$ cat config.mk
export PLATFORM = sky130hd
export DESIGN_NAME = ccr_unit
export DESIGN_NICKNAME = d
export VERILOG_FILES = /design/src/rtl/ccr_pkg.sv /design/src/rtl/ccr_shadow_stack.sv /design/src/rtl/ccr_unit.sv
export SDC_FILE = /design/constraint.sdc
export NUM_CORES = 1
export LEC_CHECK = 0
export CORE_MARGIN = 2
export CORE_UTILIZATION = 41
export CTS_CLUSTER_SIZE = 20
export DETAILED_ROUTE_END_ITERATION = 16
export PLACE_DENSITY = 0.74
export SLEW_MARGIN = 20
export SYNTH_ARGS = -nofsm -noshare
export SYNTH_HDL_FRONTEND = slang
export SYNTH_SLANG_ARGS = --single-unit
$ cat constraint.sdc
create_clock -name clk -period 1.48 [get_ports clk]
set_input_delay 0.444 -clock clk [delete_from_list [all_inputs] [get_ports clk]]
set_output_delay 0.444 -clock clk [all_outputs]
set_load 0.02 [all_outputs]
$ cat src/rtl/ccr_pkg.sv
// Shared constants for the condition-code register stage: flag bit positions,
// CCR width and conditional-jump encodings.
package ccr_pkg;

   localparam int unsigned FLAG_W = 3;

   localparam int unsigned FLAG_Z = 0;
   localparam int unsigned FLAG_N = 1;
   localparam int unsigned FLAG_C = 2;

   typedef enum logic [1:0] {
      JMP_NONE = 2'b00,
      JMP_Z    = 2'b01,
      JMP_N    = 2'b10,
      JMP_C    = 2'b11
   } jmp_e;

endpackage

$ cat src/rtl/ccr_shadow_stack.sv
// LIFO holding saved CCR values across nested interrupts, with sticky
// overflow/underflow flags. Pop takes precedence over push in the same cycle.
module ccr_shadow_stack #(
   parameter int unsigned W     = 3,
   parameter int unsigned DEPTH = 2
) (
   input  logic                           clk,
   input  logic                           rst,
   input  logic                           en,
   input  logic                           push,
   input  logic                           pop,
   input  logic [W-1:0]                   din,
   output logic [W-1:0]                   top,
   output logic [$clog2(DEPTH+1)-1:0]     depth,
   output logic                           empty,
   output logic                           ovf_err,
   output logic                           unf_err
);

   localparam int unsigned DW = $clog2(DEPTH + 1);
   localparam int unsigned IW = (DEPTH > 1) ? $clog2(DEPTH) : 1;
   localparam logic [DW-1:0] FULL_CNT = DW'(DEPTH);

   logic [W-1:0]  mem [DEPTH];
   logic          full;
   logic [IW-1:0] wr_idx;
   logic [IW-1:0] rd_idx;

   assign full   = (depth == FULL_CNT);
   assign empty  = (depth == '0);
   // Indices only ever address valid entries, so narrowing to the array index width is exact.
   assign wr_idx = IW'(depth);
   assign rd_idx = IW'(depth - 1'b1);
   assign top    = empty ? '0 : mem[rd_idx];

   always_ff @(posedge clk or posedge rst) begin
      if (rst) begin
         depth   <= '0;
         ovf_err <= 1'b0;
         unf_err <= 1'b0;
         for (int unsigned i = 0; i < DEPTH; i++) begin
            mem[i] <= '0;
         end
      end else if (en) begin
         if (pop) begin
            if (empty) unf_err <= 1'b1;
            else       depth   <= depth - 1'b1;
         end else if (push) begin
            if (full) begin
               ovf_err <= 1'b1;
            end else begin
               mem[wr_idx] <= din;
               depth       <= depth + 1'b1;
            end
         end
      end
   end

endmodule

$ cat src/rtl/ccr_unit.sv
// Architectural condition-code register: masked ALU flag capture, conditional
// jump resolution with tested-flag clear, and interrupt save/restore.
module ccr_unit #(
   parameter int unsigned FLAG_W      = ccr_pkg::FLAG_W,
   parameter int unsigned STACK_DEPTH = 2
) (
   input  logic                                 clk,
   input  logic                                 rst,
   input  logic [FLAG_W-1:0]                    alu_flag,
   input  logic [FLAG_W-1:0]                    alu_flag_we,
   input  logic [1:0]                           jmp_type,
   input  logic                                 stall,
   input  logic                                 flush,
   input  logic                                 int_save,
   input  logic                                 rti_restore,
   output logic [FLAG_W-1:0]                    ccr,
   output logic                                 branch_taken,
   output logic [$clog2(STACK_DEPTH+1)-1:0]     stack_depth,
   output logic                                 ovf_err,
   output logic                                 unf_err
);

   import ccr_pkg::*;

   logic [FLAG_W-1:0] ccr_upd;
   logic [FLAG_W-1:0] ccr_next;
   logic [FLAG_W-1:0] stk_top;
   logic              stk_empty;
   logic              restore_hit;

   always_comb begin
      branch_taken = 1'b0;
      if (!stall && !flush) begin
         case (jmp_type)
            JMP_Z:   branch_taken = ccr[FLAG_Z];
            JMP_N:   branch_taken = ccr[FLAG_N];
            JMP_C:   branch_taken = ccr[FLAG_C];
            default: branch_taken = 1'b0;
         endcase
      end
   end

   // Jump clear is applied after the ALU merge so it wins over a same-bit write.
   always_comb begin
      ccr_upd = ccr;
      if (!flush) ccr_upd = (alu_flag & alu_flag_we) | (ccr & ~alu_flag_we);
      if (branch_taken) begin
         case (jmp_type)
            JMP_Z:   ccr_upd[FLAG_Z] = 1'b0;
            JMP_N:   ccr_upd[FLAG_N] = 1'b0;
            JMP_C:   ccr_upd[FLAG_C] = 1'b0;
            default: ;
         endcase
      end
      restore_hit = rti_restore && !stk_empty;
      ccr_next    = restore_hit ? stk_top : ccr_upd;
   end

   always_ff @(posedge clk or posedge rst) begin
      if (rst)         ccr <= '0;
      else if (!stall) ccr <= ccr_next;
   end

   ccr_shadow_stack #(
      .W     (FLAG_W),
      .DEPTH (STACK_DEPTH)
   ) u_shadow_stack (
      .clk     (clk),
      .rst     (rst),
      .en      (!stall),
      .push    (int_save && !rti_restore),
      .pop     (rti_restore),
      .din     (ccr_next),
      .top     (stk_top),
      .depth   (stack_depth),
      .empty   (stk_empty),
      .ovf_err (ovf_err),
      .unf_err (unf_err)
   );

endmodule

======== Word-level counts from Yosys, hierarchy flattened ========
Index checks and enable logic that the tools add are counted.
cells by class
  add/sub/neg operators ................... 2
  bitwise operators ....................... 9
  equal/unequal tests ..................... 6
  reduce and logical (&&, ||, !) cells .... 14
  mux-type cells .......................... 19
  $lt $le $gt $ge ......................... 3
operators with widths
  operator                                                                       count
  3-bit two-way mux                                                              8
  4-bit AND reduction                                                            3
  2-bit two-way mux                                                              4
  3-bit AND                                                                      2
  6-bit bitwise mux                                                              1
  2-bit == test (second input constant)                                          3
  2-bit >= comparator (second input constant)                                    2
  1-bit logical AND                                                              4
  1-bit zero test                                                                4
  1-bit two-way mux                                                              4
  2-bit != test (second input constant)                                          2
  1-bit NOT with 2-bit output                                                    2
  3-bit demux with 1-bit select                                                  1
  1-bit NOT                                                                      3
  3-bit NOT                                                                      1
  3-bit OR                                                                       1
  1-bit one-hot mux with 3 select lines                                          1
  3-bit AND reduction                                                            1
  2-bit by 1-bit adder with 2-bit output (second input constant)                 1
  2-bit by 1-bit == test with 1-bit output (second input constant)               1
  2-bit zero test                                                                1
  2-bit by 1-bit less-than comparator with 1-bit output (second input constant)  1
  2-bit nonzero test                                                             1
  2-bit by 1-bit subtractor with 2-bit output (second input constant)            1
storage, ports and cells
  register bits ........................... 13
  bits of input ports ..................... 14

======== Depth between registers and ports, before layout ========
  depth after elaboration ................. 8
  mapped depth ............................ 7

======== Modules after synthesis ========
Synthesis repeated with hierarchy kept, for this count alone.
second synthesis, totals
  cells, all modules ...................... 71
  area total of the unflattened synthesis .. 807.0 um^2
modules (own cells, without submodules)
  module            times used  cells an instance  sequential area each (um^2)  area an instance (um^2)
  ccr_shadow_stack  1           41                 250.2                        524.3
  ccr_unit          1           30                 75.1                         282.8

======== Least setup slack after synthesis ========
Ideal clock, no wire load.
  path type ............................... flip-flop to flip-flop
  start point ............................. reg u_shadow_stack.depth[0]
  end point ............................... reg u_shadow_stack.mem[0] (netlist name)
  setup time .............................. 0.127 ns
  data required time ...................... 1.353 ns
  buffers on the path ..................... 1
  slack ................................... -0.318 ns
  stages on the path, launching flop included .. 6
  clock period less this slack ............ 1.798 ns
  arrival time ............................ 1.671 ns
  cells stage by stage .................... dfrtp_1 > buf_6 > inv_4 > ha_1 > or4_4 > mux2_1
on the way
  longest elaborated chain between the ends .. 8
  elaborated cells between the ends (all ways) .. 20
RTL lines
  what                                                   RTL line                RTL
  from (decl)                                            ccr_shadow_stack.sv:14  output logic [$clog2(DEPTH+1)-1:0] depth,
  from (signal assigned)                                 ccr_shadow_stack.sv:47  else depth <= depth - 1'b1;
  from (signal assigned)                                 ccr_shadow_stack.sv:53  depth <= depth + 1'b1;
  2-bit by 1-bit subtractor with 2-bit output            ccr_shadow_stack.sv:33  assign rd_idx = IW'(depth - 1'b1);
  net u_shadow_stack.rd_idx                              ccr_shadow_stack.sv:27  logic [IW-1:0] rd_idx;
  1-bit NOT with 2-bit output (not written as such)      ccr_shadow_stack.sv:34  assign top = empty ? '0 : mem[rd_idx];
  3-bit two-way mux (not written as such) (3 in series)  ccr_shadow_stack.sv:34
  3-bit two-way mux                                      ccr_shadow_stack.sv:34
  3-bit two-way mux                                      ccr_unit.sv:56          ccr_next = restore_hit ? stk_top : ccr_upd;
  6-bit bitwise mux                                      ccr_shadow_stack.sv:52  mem[wr_idx] <= din;
  to (signal, indexed assignment)                        ccr_shadow_stack.sv:52
  to (decl)                                              ccr_shadow_stack.sv:24  logic [W-1:0] mem [DEPTH];
The timed path passes the listed nets, and every way through them passes these cells. The select of a mux whose other input is x is not followed.
A chain may end at the register's enable or synchronous reset.

======== Worst setup path after layout ========
  start point ............................. in flush
  end point ............................... out branch_taken
on the way
  longest elaborated chain between the ends .. 3
RTL lines
  what               RTL line        RTL
  from (decl)        ccr_unit.sv:13  input logic flush,
  1-bit zero test    --
  1-bit logical AND  ccr_unit.sv:33  if (!stall && !flush) begin
  1-bit two-way mux  ccr_unit.sv:33
  to (decl)          ccr_unit.sv:17  output logic branch_taken,
No other way between the ends.

==> metrics.txt <==
DR WL/cell 14.1 um; share of post-route cells with drive strength above 1 0.578; Die Span Y 46.8 um; relative slew slack 0.817; Finished Cell Area 1320 um^2; chip width 46.8 um; ranking of synthesized cells by area dfrtp_1 (43%), mux2i_1 (9.3%), mux2_1 (4.5%); n_diodes 0; cell taking the most area after synthesis dfrtp_1; Placed Area 1170 um^2; crit path buf inv count 2; commonest non-fill, non-tap cell in the layout buf_4; WL final 1980 um; CTS Root Cell clkbuf_4; P&R area growth vs syn 76.5%; endpoints failing setup 8; drt drc 0; GRT overflow 0; Port-buffer cells 21; fin. max-slew vios 0; post-route ant nets 0; Pint 1.24 mW; met1 WL 790 um; CTS Hold Bufs 0; status complete, but fails checks; DR top layer met4; worst-path cell chain buf_8 > or3b_4 > o21bai_4 > buf_6; core footprint 1730 um^2; total power draw 2.00 mW; Reg power frac 0.317; I/O Pins 22; total CTS buffers 3; library cells used by synthesis 29; first-pass GRT wire length 3190 um; antenna violations before repair 0; Setup crit end kind output pin; asr flop ratio synth 1.00; number of H-tree levels 1; Max Cap Viol 0; IR drop worst, VDD 1.20 mV; Syn Area/Cell 11.0 um^2; Post-synth EDFFs 0; drt pass-1 iters 3; hold crit path type input port to asynchronous set/reset pin; most frequent cells in the layout buf_4 (23), dfrtp_1 (12), mux2i_1 (6), mux2_4 (6); utilization after layout 0.766; CP Class input port to output pin; combinational share of power 0.571; setup slack after layout -0.175 ns; routed wl met2 1040 um; sw power 0.755 mW; Post-Place Worst Slack -1.06 ns; setup TNS -0.653 ns; Clock Latency Late Sink 0.28 ns; First DRT Iteration DRCs 5; Crit-path slowest cell or3b_4; Die Area 2190 um^2; Vias/cell 4.93; Sw Share 0.378; initial core utilization 0.434; R2R Path Start u_shadow_stack.depth[0]; failing checks negative setup slack; pwr dens 1510 nW/um^2; clock skew 0.00309 ns; dpl hpwl 1500 um; Reg area 327 um^2; Clock Tree Buf Depth 2; fmax 0.604 GHz; routability congestion estimate 0.712; RSZ-0062 raised after global routing true; Reg2Reg Capture Point u_shadow_stack.mem[1]; worst-path fanout max 3; synthesized cell area 749 um^2; Clock Sinks 13; sequential area share after synthesis 0.434; Yosys top cell area share 0.434; Synth Instances 68; wire length on met3 129 um; final period utilization 1.12; FILL cells 121; Fin. Hold Viols 0; via count 695; post-synthesis register bit count 13; largest net degree at the start of global routing 10; fin crit period 1.66 ns; Site Rows 15; ys flop type dfrtp_1; YS warnings 0; area of the multi-input gates 531 um^2; GRT Total Usage 0.211; clock group share of total power 0.113; Final nets 133; CP top delay family simple AND/OR/NAND/NOR gates; CP Launch Type input port; Critical Path RT 1.04 ns; clock-pin slew of the registers on the worst-case setup and hold paths 0.08 ns; CTS tree done; P_leak 0.626 nW; Worst path max stage delay 0.42 ns; flop2flop setup slack -0.05 ns; CP Data Arrival Time 1.21 ns; cell count of the worst reg-to-reg path 4; vias in the first global route 718; net count after synthesis 84; worst slew pin tran 0.266 ns
## flip-flops by register name, summed over array words and instances (netlist names)
name and count:
u_shadow_stack.ovf_err 1, u_shadow_stack.depth 2, u_shadow_stack.mem 6, ccr 3, u_shadow_stack.unf_err 1
## synthesized netlist by cell type, types with 2 or more instances
cell type / n
nor4_1: 2
inv_1: 3
dfrtp_1: 13
a21oi_1: 2
mux2_1: 3
mux2i_1: 7
nand2b_1: 2
o21ai_0: 2
nor2b_1: 4
nand2_1: 3
a22o_1: 2
nor2_1: 3
mux2_2: 3
xnor2_1: 2
nor3_1: 2
ha_1: 2
## power by group through the flow
| stage | combinational, mW | sequential, mW | clock (mW) |
|---|---|---|---|
| 2_1_floorplan | 0.527 | 0.716 | 0 |
| 3_3_place_gp | 1.03 | 0.618 | 0 |
| 3_5_place_dp | 1.06 | 0.631 | 0 |
| 4_1_cts | 1.12 | 0.630 | 0.224 |
| 5_1_grt | 1.24 | 0.653 | 0.235 |
| 6_report | 1.14 | 0.633 | 0.225 |
## metrics by stage
stage / cells / hold WS [ns]
after global placement: 131 / 0.445
after floorplan: 68 / 0.321
after detailed placement: 131 / 0.455
final: 141 / 0.344
after global routing: 141 / 0.388
after CTS: 141 / 0.357
## logic make-up after synthesis
logic type / share of synthesized area
simple gates: 0.165
mux: 0.184
flops: 0.434
compound gates: 0.115
buf+inv: 0.0451
xor+xnor: 0.0234
fa+ha+maj: 0.0334
## routing by layer
metal	global-route usage	vias up
li1	-	341
met1	0.234	326
met2	0.397	25
met3	0.0385	3
met4	0.0833	0
met5	0	-
## worst max-delay path by stage
stage	from	slack, ns	endpoint	depth (start not counted)
2_1_floorplan	u_shadow_stack.depth[0]	-0.20	u_shadow_stack.mem[0]	5
3_3_place_gp	jmp_type[0]	-1.04	branch_taken	4
3_5_place_dp	jmp_type[0]	-1.06	branch_taken	4
4_1_cts	ccr[1]	-0.23	branch_taken	4
5_1_grt	stall	-0.22	branch_taken	5
6_report	flush	-0.18	branch_taken	4
## area by class of cell
cell class,count,area share
Timing Repair Buffer,46,0.293
Inverter,4,0.0151
Clock buffer,4,0.0199
Multi-Input combinational cell,49,0.401
Tap cell,25,0.0237
Sequential cell,13,0.247
## repair_timing
action | in CTS | in global routing
gates resized for setup | 66 | 14
pin swaps | 10 | 4
buffers inserted | 6 | 2
setup endpoints to repair | 17 | 12
Note: power is estimated with default switching activity, not from simulation.
